[src/rtl/subtrator_serial.sv]
// rtl/subtrator_serial.sv - digit-serial subtractor d = a - b - bin with valid/ready handshake
module subtrator_serial #(
    parameter int WIDTH = 8,
    parameter int DIGIT = 1
) (
    input  logic             clk,
    input  logic             rst_n,
    input  logic             in_valid,
    output logic             in_ready,
    input  logic [WIDTH-1:0] a,
    input  logic [WIDTH-1:0] b,
    input  logic             bin,
    output logic             out_valid,
    input  logic             out_ready,
    output logic [WIDTH:0]   d,
    output logic             busy
);

    localparam int N  = WIDTH / DIGIT;
    localparam int CW = (N > 1) ? $clog2(N) : 1;

    typedef enum logic [1:0] {
        S_IDLE,
        S_CALC,
        S_DONE
    } state_t;

    state_t           state;
    state_t           state_nxt;
    logic [WIDTH-1:0] a_sh;
    logic [WIDTH-1:0] b_sh;
    logic             borrow;
    logic [CW-1:0]    cnt;
    logic [WIDTH:0]   result;
    logic [DIGIT:0]   digit_diff;
    logic             last_digit;

    // One digit of subtraction; the extra top bit of the difference is the borrow out.
    always_comb begin
        digit_diff = {1'b0, a_sh[DIGIT-1:0]} - {1'b0, b_sh[DIGIT-1:0]}
                   - {{DIGIT{1'b0}}, borrow};
        last_digit = (cnt == CW'(N - 1));
    end

    // State register.
    always_ff @(posedge clk or negedge rst_n) begin
        if (!rst_n) begin
            state <= S_IDLE;
        end else begin
            state <= state_nxt;
        end
    end

    // Next-state logic and state-only handshake outputs.
    always_comb begin
        state_nxt = state;
        in_ready  = 1'b0;
        out_valid = 1'b0;
        busy      = 1'b0;
        case (state)
            S_IDLE: begin
                in_ready = 1'b1;
                if (in_valid) begin
                    state_nxt = S_CALC;
                end
            end
            S_CALC: begin
                busy = 1'b1;
                if (last_digit) begin
                    state_nxt = S_DONE;
                end
            end
            S_DONE: begin
                out_valid = 1'b1;
                if (out_ready) begin
                    state_nxt = S_IDLE;
                end
            end
            default: state_nxt = S_IDLE;
        endcase
    end

    // Operand shifters, borrow, digit counter and result accumulation.
    always_ff @(posedge clk or negedge rst_n) begin
        if (!rst_n) begin
            a_sh   <= '0;
            b_sh   <= '0;
            borrow <= 1'b0;
            cnt    <= '0;
            result <= '0;
        end else begin
            case (state)
                S_IDLE: begin
                    if (in_valid) begin
                        a_sh   <= a;
                        b_sh   <= b;
                        borrow <= bin;
                        cnt    <= '0;
                        result <= '0;
                    end
                end
                S_CALC: begin
                    for (int i = 0; i < N; i++) begin
                        if (cnt == CW'(i)) begin
                            result[i*DIGIT +: DIGIT] <= digit_diff[DIGIT-1:0];
                        end
                    end
                    if (last_digit) begin
                        result[WIDTH] <= digit_diff[DIGIT];
                    end
                    borrow <= digit_diff[DIGIT];
                    a_sh   <= a_sh >> DIGIT;
                    b_sh   <= b_sh >> DIGIT;
                    cnt    <= cnt + CW'(1);
                end
                default: ;
            endcase
        end
    end

    // The result register is the output; it holds until the next acceptance.
    always_comb begin
        d = result;
    end

endmodule

[config.mk]
export PLATFORM = sky130hd
export DESIGN_NAME = subtrator_serial
export DESIGN_NICKNAME = d
export VERILOG_FILES = /design/src/rtl/subtrator_serial.sv
export SDC_FILE = /design/constraint.sdc
export NUM_CORES = 1
export LEC_CHECK = 0
export CORE_MARGIN = 3
export CORE_UTILIZATION = 53
export CTS_CLUSTER_SIZE = 25
export DETAILED_ROUTE_END_ITERATION = 12
export PLACE_DENSITY_LB_ADDON = 0.2
export SYNTH_ARGS = -nofsm -noshare
export SYNTH_HDL_FRONTEND = slang
export SYNTH_SLANG_ARGS = --single-unit
[constraint.sdc]
create_clock -name clk -period 2.97 [get_ports clk]
set_clock_uncertainty 0.05 [all_clocks]
set_input_delay 0.594 -clock clk [delete_from_list [all_inputs] [get_ports clk]]
set_output_delay 0.594 -clock clk [all_outputs]
set_load 0.01 [all_outputs]
After elaboration in Yosys (flattened, before gate mapping) --
Cells that the tools add are included.
Cells by class: add/sub/neg operators 3, magnitude comparators 0, multipliers 0, eq/ne operators 19, shift operators 0, bitwise logic cells 0, reductions and logical operators 13, mux-type cells 26, divide/modulo/power cells 0
Operators by type and width (count):
- 8-bit case mux with 2 select lines | 2
- 3-bit AND reduction | 9
- 2-bit inequality test, second input constant | 10
- 9-bit case mux with 2 select lines | 1
- 8-bit 2-to-1 mux | 2
- 1-bit 2-to-1 mux | 13
- 3-bit equality test, second input constant | 4
- 9-bit 2-to-1 mux | 1
- 3-bit by 2-bit equality test with 1-bit output, second input constant | 2
- 2-bit 2-to-1 mux | 3
- 2-bit case mux with 3 select lines | 1
- 3-bit case mux with 2 select lines | 1
- 3-bit by 1-bit adder with 3-bit output, second input constant | 1
- 3-bit by 1-bit equality test with 1-bit output, second input constant | 1
- 3-bit zero test | 1
- 3-bit 2-to-1 mux | 1
- 2-bit by 1-bit equality test with 1-bit output, second input constant | 1
- 2-bit equality test, second input constant | 1
- 2-bit zero test | 1
- 1-bit case mux with 2 select lines | 1
- 2-bit AND reduction | 1
- 2-bit nonzero test | 1
- 1-bit by 1-bit subtractor with 2-bit output | 1
- 2-bit by 1-bit subtractor with 2-bit output | 1
Word-level totals: logic and storage cells 74, memory bits (read-only) 0, latch bits 0, bits of input ports 21, flip-flop bits (word level) 31, output and inout bits 12, memory bits (writable) 0, memories 0

Longest topological paths before layout --
Gate-level depths: netlist of run 1.
depth in word-level cells 4, gate-level depth with buffers 5, gate-level depth less buffers 5

Least setup slack after synthesis of run 1 --
OpenSTA, ideal clock, no wires.
kind reg2out, from register state[1], to output port in_ready, required time 2.326 ns, buffers on the path 2, stages on the path, launching flop included 4, arrival 0.906 ns, path slack 1.420 ns, cells stage by stage dfrtp_1 > buf_2 > buf_1 > nor2_1
Between the ends: longest elaborated chain between the ends 2
Ends and longest elaborated chain:
- from (decl) | line 28 | state_t state;
- from (signal assigned) | line 50 | state <= state_nxt;
- 2-bit zero test | line 60 | case (state)
- 1-bit 2-to-1 mux | line 60
- to (decl) | line 9 | output logic in_ready,
No other way between the ends.

Worst setup path in the final report of run 1 --
from register state[0], to output port out_valid
Between the ends: longest elaborated chain between the ends 2
Ends and longest elaborated chain:
- 2-bit equality test | line 60
- 1-bit 2-to-1 mux | line 60
- to (decl) | line 13 | output logic out_valid,
No other way between the ends.

==> run_results.csv, run 1 <==
group,metric,value,unit
status,status,"completed",
timing,period_share,0.860,
global_route,met2_usage,0.338,
floorplan,rows,18,
clocking,cts_buffers,5,
clocking,cts_max_level,2,
route,drt_wl_total,3.21,mm
placed_design,io_buffers,32,
clocking,clk_pin_slew,0.10,ns
timing,rsz0062_at_grt,"no",
timing,fin_setup_tns,0,ns
critical_path,reg2reg_slack,1.13,ns
global_route,gr-max-usage-layer,"met2",
floorplan,dieHeight,58.9,um
clocking,root_buffer,"clkbuf_4",
power_and_ir_drop,max-vdd-ir-drop,0.727,mV
floorplan,die_area,0.00347,mm^2
critical_path,max_stage_delay,0.55,ns
global_route,grt_max_degree,32,
cells_and_area,fin_nets,206,
critical_path,criticalPathCategory,"flip-flop to output pin",
cells_and_area,diodes,0,
timing,period_needed,2.55,ns
clocking,holdBufCountCts,0,
critical_path,cp-start-kind,"flip-flop",
cells_and_area,utilization,0.744,
clocking,postCtsSetupRepairBufs,0,
global_route,grt.met1_usage,0.239,
global_route,grt_usage,0.206,
critical_path,worstPathRequired,2.33,ns
yosys,ys_warn_count,0,
cells_and_area,seq_area,776,um^2
clocking,clkLatencyLatePin,0.34,ns
route,wl_per_cell,15.4,um
route,first_pass_iters,4,
route,drc,0,
timing,slew_violations,0,
yosys,yosysSeqAreaShare,0.524,
global_route,grt_pass1_wl,5.18,mm
global_route,grt_pass1_vias,1176,
power_and_ir_drop,p_leak,0.854,nW
global_route,antenna_found_initial,0,
clocking,post_cts_resize_count,0,
floorplan,io_pins,33,
global_route,grtUsageMet3,0.0680,
power_and_ir_drop,pwr-share-comb,0.441,
power_and_ir_drop,sw_frac_of_total,0.372,
cells_and_area,fill_cells,207,
cells_and_area,drive_gt1_frac,0.0894,
clocking,cts_tree,"done",
timing,worst_slew_pin_slew,0.952,ns
timing,slew-limit-headroom,0.365,
clocking,cts_sinks,31,
floorplan,core_area,0.00257,mm^2
route,viasPerCell,5.76,
timing,setup_viol,0,
critical_path,cp_slowest_cell,"dfrtp_1",
cells_and_area,synthToLayoutAreaGrowth,29.0,%
cells_and_area,multi_input_area,627,um^2
timing,fmax,0.392,GHz
yosys,ys_types,30,
yosys,syn_area,0.00148,mm^2
run,maxCapViolations,0,
critical_path,critPathMaxFanout,13,
route,num_vias,1204,
yosys,syn_avg_cell_area,10.3,um^2
timing,hold_viol,0,
yosys,synthCells,144,
yosys,synth_seq_cells,31,
critical_path,cpLargestDelayFamily,"buffers and inverters",
critical_path,arrival,1.91,ns
critical_path,endpoint_kind,"output pin",
floorplan,start_util,0.577,
critical_path,crit_buf_inv,3,
placed_design,place_congestion,0.752,
route,ant_nets,0,
placed_design,hpwl,2.21,mm
yosys,synth_edf_count,0,
route,drt-initial-drc-count,33,
yosys,synthFlopType,"dfrtp_1",
floorplan,die_width,58.9,um
power_and_ir_drop,p_per_area,987,mW/mm^2
power_and_ir_drop,p_int,1.18,mW
power_and_ir_drop,p_clk_frac,0.186,
clocking,cts_buffer_depth,2,
power_and_ir_drop,switchingPower,0.701,mW
global_route,grt_overflow,0,
critical_path,path_cells,"buf_4 > nand2b_1 > inv_1 > clkdlybuf4s50_1",
min_path,min_path_type,"flip-flop to flip-flop",
yosys,synth_fp_nets,172,
power_and_ir_drop,p_seq_frac,0.373,
yosys,synthArstFlopShare,1.00,
[per-layer routing]
metal / part of all wire / wire length, um / up-vias
li1: - / - / 572
met1: 0.41 / 1330 / 583
met2: 0.49 / 1590 / 41
met3: 0.068 / 220 / 8
met4: 0.023 / 74 / 0
met5: 0 / 0 / -
[cell usage after synthesis (all sizes together), types with 2 or more instances]
library cell | number | area, um^2
a22o | 5 | 43.8
inv | 9 | 33.8
o21ai | 21 | 105
a22oi | 14 | 105
nand2b | 6 | 40.0
nand2 | 19 | 71.3
a32o | 3 | 30.0
a21oi | 4 | 20.0
ha | 6 | 75.1
a31oi | 2 | 12.5
dfrtp | 31 | 776
buf | 8 | 41.3
nor2 | 2 | 7.51
a21o | 2 | 15.0
nor2b | 2 | 12.5
[through the flow]
step	power [mW]	area (um^2)	cells	setup WS [ns]	hold slack [ns]
floorplan	1.26	1480	144	1.42	0.248
global placement	1.50	1820	201	0.809	0.418
detailed placement	1.54	1820	201	0.773	0.426
CTS	1.90	1910	209	0.411	0.449
global route	2.03	1910	209	0.306	0.468
finish	1.89	1910	209	0.417	0.447
[worst min-delay path, stage by stage (launching register included)]
cell and delay, ns:
dfrtp_1 0.35, nand2_1 0.05, o21ai_1 0.06
[layout make-up]
type	count	area share
Multi-Input combinational cell	95	0.328
Tap cell	30	0.0196
Clock buffer	6	0.0269
Clock inverter	2	0.0183
Sequential cell	31	0.406
Timing Repair Buffer	36	0.183
Inverter	9	0.0177
[placed cells by master (no fill, tap or decap)]
cell,count
clkdlybuf4s50_1,32
dfrtp_1,31
o21ai_1,20
nand2_1,19
a22oi_1,14
inv_1,8
ha_1,6
nand2b_1,5
a22o_1,5
clkbuf_4,5
a21oi_1,4
buf_4,4
a32o_1,3
nor2_1,2
a31oi_1,2
nor2b_1,2
a21o_1,2
nand2b_2,1
inv_2,1
nor3b_2,1
mux2i_1,1
o21bai_2,1
o2bb2ai_1,1
and2_1,1
o22ai_1,1
and3_1,1
a21boi_1,1
o21ai_0,1
fa_1,1
bufinv_16,1
clkinv_2,1
clkbuf_8,1
[cells by family (layout without fill, tap and decap cells)]
group,after synthesis,count (layout),synth area share
mux,1,1,0.00676
buf+inv,18,53,0.0532
compound gates,55,55,0.247
fa+ha+maj,7,7,0.0642
flops,31,31,0.524
simple gates,32,32,0.106
[power groups by stage]
stage / clock (mW) / sequential (mW) / combinational, mW
floorplan: 0 / 0.699 / 0.562
global placement: 0 / 0.702 / 0.800
detailed placement: 0 / 0.711 / 0.830
CTS: 0.357 / 0.704 / 0.837
global route: 0.379 / 0.728 / 0.918
finish: 0.351 / 0.703 / 0.833
[final timing paths]
path                            startpoint  depth (start not counted)   endpoint
worst max-delay path              state[0]                          4  out_valid
min in group asynchronous            rst_n                          2       d[1]
worst max register to register    state[0]                          3       d[4]
worst min-delay path               b_sh[4]                          2    b_sh[4]
max in group asynchronous            rst_n                          2   state[1]
worst min register to register     b_sh[4]                          2    b_sh[4]
[sequential cells by signal, indices dropped and copies added (netlist names)]
| register | flops |
|---|---|
| a_sh | 8 |
| b_sh | 8 |
| borrow | 1 |
| cnt | 3 |
| d | 9 |
| state | 2 |
(Power assumes the default switching activity.)
==> inputs of run 2 (changes only) <==
Settings changed: CORE_MARGIN 3 to 2, CTS_CLUSTER_SIZE 25 to not set.
==> run 2 against run 1 <==
Net effect: largest power group unchanged; sequential share of layout area is 0.19 points lower; clock power is essentially flat; first-iteration DRC count up 36%; register-to-register slack improved by 0.24 ns; die area is 6.7% lower; hold slack lost 0.0013 ns; cell count grew 0.96%.
==> run_results.csv, run 2 (synthesized netlist as in run 1, its figures left out) <==
group,metric,value,unit
cells_and_area,fin_nets,207,
placed_design,place_congestion,0.780,
route,drt-initial-drc-count,45,
clocking,holdBufCountCts,0,
timing,fmax,0.414,GHz
route,viasPerCell,5.68,
floorplan,core_area,0.00271,mm^2
route,drt_wl_total,3.26,mm
clocking,root_buffer,"clkbuf_4",
global_route,grt_usage,0.233,
run,maxCapViolations,0,
power_and_ir_drop,sw_frac_of_total,0.372,
placed_design,hpwl,2.33,mm
clocking,cts_buffers,5,
global_route,grt_pass1_vias,1191,
critical_path,worstPathRequired,2.33,ns
route,first_pass_iters,5,
critical_path,arrival,1.77,ns
route,num_vias,1198,
floorplan,dieHeight,56.9,um
power_and_ir_drop,p_per_area,990,mW/mm^2
power_and_ir_drop,p_int,1.19,mW
cells_and_area,layout.cells.most_common,"clkdlybuf4s50_1",
power_and_ir_drop,p_clk_frac,0.184,
global_route,grt_overflow,0,
route,drc,0,
cells_and_area,final_cell_mix,"clkdlybuf4s50_1 (32), dfrtp_1 (31), o21ai_1 (20)",
cells_and_area,diodes,0,
clocking,clk_pin_slew,0.10,ns
timing,period_share,0.814,
global_route,gr-max-usage-layer,"met2",
global_route,met2_usage,0.360,
power_and_ir_drop,switchingPower,0.707,mW
clocking,postCtsSetupRepairBufs,0,
power_and_ir_drop,p_seq_frac,0.364,
timing,fin_setup_tns,0,ns
global_route,grtUsageMet3,0.0737,
global_route,grt.met1_usage,0.303,
clocking,clkLatencyLatePin,0.35,ns
clocking,cts_tree,"done",
timing,setup_viol,0,
critical_path,critPathMaxFanout,12,
power_and_ir_drop,p_leak,0.859,nW
floorplan,rows,19,
floorplan,die_area,0.00323,mm^2
cells_and_area,largest_reg_flops,9,
timing,slew-limit-headroom,0.701,
clocking,post_cts_resize_count,0,
timing,rsz0062_at_grt,"no",
global_route,grt_pass1_wl,5.62,mm
route,ant_nets,0,
global_route,antenna_found_initial,0,
route,wl_per_cell,15.4,um
power_and_ir_drop,max-vdd-ir-drop,0.741,mV
critical_path,criticalPathCategory,"flip-flop to output pin",
power_and_ir_drop,pwr-share-comb,0.451,
clocking,cts_sinks,31,
global_route,grt_max_degree,32,
timing,whs,0.446,ns
critical_path,endpoint_kind,"output pin",
floorplan,io_pins,33,
cells_and_area,drive_gt1_frac,0.0944,
clocking,cts_buffer_depth,2,
floorplan,die_width,56.9,um
min_path,min_path_type,"flip-flop to flip-flop",
status,status,"completed",
placed_design,io_buffers,32,
cells_and_area,synthToLayoutAreaGrowth,29.6,%
clocking,cts_max_level,2,
floorplan,start_util,0.547,
critical_path,cp-start-kind,"flip-flop",
timing,worst_slew_pin_slew,0.446,ns
timing,slew_violations,0,
timing,hold_viol,0,
timing,period_needed,2.42,ns
## run 2: cell count changes in the layout (fill, tap and decap cells not counted), sizes merged
cell,previous run,this run
buf,4,5
## run 2: final timing paths
check | startpoint | endpoint | slack, ns | cells past startpoint
worst max-delay path | state[1] | busy | 0.55 | 3
worst min-delay path | b_sh[3] | b_sh[3] | 0.45 | 2
worst max register to register | state[0] | a_sh[4] | 1.37 | 5
worst min register to register | b_sh[3] | b_sh[3] | 0.45 | 2
max in group asynchronous | rst_n | cnt[0] | 2.00 | 2
min in group asynchronous | rst_n | state[1] | 0.57 | 2
## run 2: through the flow
step | cells | area, um^2 | util | setup WS, ns | power [mW]
after floorplan | 144 | 1480 | - | 1.42 | 1.26
after global placement | 203 | 1830 | 0.676 | 0.952 | 1.51
after detailed placement | 203 | 1830 | 0.676 | 0.935 | 1.56
after CTS | 211 | 1920 | 0.708 | 0.527 | 1.92
after global routing | 211 | 1920 | 0.708 | 0.468 | 2.04
final | 211 | 1920 | 0.708 | 0.553 | 1.90
## run 2: critical path, stage by stage, from the launching register on
cell and delay, ns:
dfrtp_1 0.42, nand2b_2 0.24, inv_2 0.19, clkdlybuf4s50_1 0.57
## run 2: power groups by stage
stage / clock [mW] / combinational [mW] / sequential [mW]
floorplan: 0 / 0.562 / 0.699
global placement: 0 / 0.824 / 0.689
detailed placement: 0 / 0.857 / 0.701
CTS: 0.361 / 0.862 / 0.692
global route: 0.376 / 0.951 / 0.717
finish: 0.350 / 0.857 / 0.692
## run 2: cell type report
cell class	instances	area [um^2]
flip-flops and latches	31	776
fillers	217	791
well taps	31	38.8
clock inverters	2	35.0
clock buffers	6	51.3
repair buffers	37	358
multi-input cells	95	627
inverters	9	33.8
## run 2: metal layers
metal | vias to the layer above | share of wire
met5 | - | 0
met4 | 0 | 0.020
met3 | 5 | 0.058
li1 | 580 | -
met2 | 45 | 0.49
met1 | 568 | 0.44
==> inputs of run 3 (changes only) <==
Settings changed: CORE_UTILIZATION 53 to 49.
Clock period 2.97 ns to 2.55 ns, I/O delays scaled along.
==> run 3 against run 2 <==
Net effect: clock power decreased by 18%; via count increased by 1.2%; sequential cell count unchanged; cell area decreased by 1.6%; largest power group unchanged; the run now ends with design-rule violations left; register-to-register slack got worse by 0.72 ns; routed wire length decreased by 4.2%; non-clock buffer count unchanged; sequential share of layout area increased by 0.64 points; global-route usage decreased by 3.6 points; die area increased by 7.6%.
==> run_results.csv, run 3 (synthesized netlist as in run 1, its figures left out) <==
group,metric,value,unit
route,num_vias,1212,
critical_path,arrival,1.88,ns
timing,hold_viol,0,
clocking,cts_buffers,5,
critical_path,cp_slowest_cell,"dfrtp_1",
placed_design,post-place-ws,0.476,ns
power_and_ir_drop,p_seq_frac,0.392,
status,status,"complete, but fails checks",
status,violations,"design-rule violations",
power_and_ir_drop,pwr-share-comb,0.470,
clocking,clk_pin_slew,0.09,ns
critical_path,cp-start-kind,"flip-flop",
critical_path,reg2reg_depth,5,
power_and_ir_drop,p_leak,0.845,nW
power_and_ir_drop,switchingPower,0.802,mW
cells_and_area,stdcell_count,210,
timing,period_share,0.957,
clocking,cts_sinks,31,
clocking,clkLatencyLatePin,0.33,ns
power_and_ir_drop,p_int,1.28,mW
route,viasPerCell,5.77,
timing,fmax,0.410,GHz
critical_path,crit_buf_inv,3,
floorplan,die_width,59.0,um
clocking,cts_tree,"done",
floorplan,dieHeight,59.0,um
run,maxCapViolations,0,
min_path,holdPathEnd,"a_sh[5]",
timing,fin_setup_tns,0,ns
cells_and_area,diodes,0,
min_path,min_path_type,"flip-flop to flip-flop",
clocking,holdBufCountCts,0,
floorplan,io_pins,33,
placed_design,dp.cells,203,
power_and_ir_drop,max-vdd-ir-drop,0.639,mV
clocking,cts_buffer_depth,2,
cells_and_area,final_cell_mix,"clkdlybuf4s50_1 (32), dfrtp_1 (31), o21ai_1 (20)",
critical_path,critPathMaxFanout,14,
cells_and_area,fin_nets,207,
critical_path,r2r_end,"a_sh[4]",
floorplan,rows,19,
route,wl_per_cell,14.9,um
route,drc,1,
critical_path,cpLargestDelayFamily,"buffers and inverters",
power_and_ir_drop,sw_frac_of_total,0.385,
timing,slew-limit-headroom,0.531,
global_route,grt_max_degree,32,
clocking,post_cts_resize_count,0,
critical_path,reg2reg_slack,0.65,ns
global_route,grt_pass1_wl,5.01,mm
critical_path,criticalPathCategory,"flip-flop to output pin",
floorplan,die_area,0.00348,mm^2
floorplan,core_area,0.00281,mm^2
power_and_ir_drop,p_clk_frac,0.138,
route,first_pass_iters,8,
timing,slew_violations,0,
min_path,min_from,"a_sh[5]",
clocking,cts_max_level,2,
global_route,grt_pass1_vias,1162,
timing,period_needed,2.44,ns
placed_design,place_congestion,0.787,
clocking,root_buffer,"clkbuf_4",
route,ant_nets,0,
global_route,grt_overflow,0,
cells_and_area,synthToLayoutAreaGrowth,27.5,%
timing,worst_slew_pin_slew,0.703,ns
placed_design,io_buffers,32,
critical_path,max_stage_delay,0.53,ns
timing,rsz0062_at_grt,"no",
floorplan,start_util,0.528,
route,drt_wl_total,3.12,mm
power_and_ir_drop,p_per_area,1100,mW/mm^2
min_path,holdPathStages,2,
critical_path,path_cells,"buf_4 > nand2b_1 > inv_1 > clkdlybuf4s50_1",
timing,setup_viol,0,
critical_path,endpoint_kind,"output pin",
cells_and_area,largest_reg_flops,9,
global_route,antenna_found_initial,0,
critical_path,worstPathRequired,1.99,ns
cells_and_area,drive_gt1_frac,0.0894,
route,drt-initial-drc-count,33,
global_route,grt_usage,0.197,
clocking,postCtsSetupRepairBufs,0,
cells_and_area,layout.cells.most_common,"clkdlybuf4s50_1",
timing,layout_setup_ws,0.111,ns
placed_design,hpwl,2.23,mm
critical_path,rr_startpoint,"state[0]",
## run 3: changes by cell type in the layout (fill, tap and decap cells not counted)
| cell | before | now |
|---|---|---|
| bufinv_16 | 1 | 0 |
## run 3: per-stage QoR
stage	instance area, um^2	hold slack (ns)	power, mW	utilization
6_report	1890	0.444	2.09	0.674
5_1_grt	1890	0.472	2.26	0.674
4_1_cts	1890	0.448	2.10	0.674
3_5_place_dp	1830	0.429	1.81	0.653
3_3_place_gp	1830	0.417	1.76	0.653
2_1_floorplan	1480	0.164	1.47	-
## run 3: power groups by stage
stage	clock, mW	sequential, mW	combinational [mW]
after global placement	0	0.818	0.946
after floorplan	0	0.814	0.655
final	0.288	0.818	0.980
after CTS	0.296	0.819	0.988
after global routing	0.319	0.846	1.10
after detailed placement	0	0.828	0.986
## run 3: how the worst max path moves through the flow
stage               startpoint   endpoint  depth (start not counted)
floorplan              a_sh[0]       d[2]                          3
CTS                   state[0]  out_valid                          4
detailed placement    in_valid    a_sh[4]                          5
finish                state[0]  out_valid                          4
global placement      state[0]  out_valid                          4
global route          state[0]  out_valid                          4
## run 3: tightest hold or removal path: stages (launching register included)
cell and delay [ns]:
dfrtp_1 0.35, nand2_1 0.05, o21ai_1 0.06
## run 3: per-layer routing
metal / GRT usage / part of all wire / vias up
met5: 0 / 0 / -
li1: - / - / 575
met1: 0.219 / 0.43 / 597
met2: 0.348 / 0.51 / 33
met4: 0.0747 / 0.015 / 0
met3: 0.0677 / 0.050 / 7
## run 3: layout make-up
cell class / count / area [um^2]
clock inverters: 1 / 5.00
well taps: 31 / 38.8
inverters: 9 / 33.8
fillers: 239 / 916
repair buffers: 37 / 358
multi-input cells: 95 / 627
clock buffers: 6 / 51.3
flip-flops and latches: 31 / 776
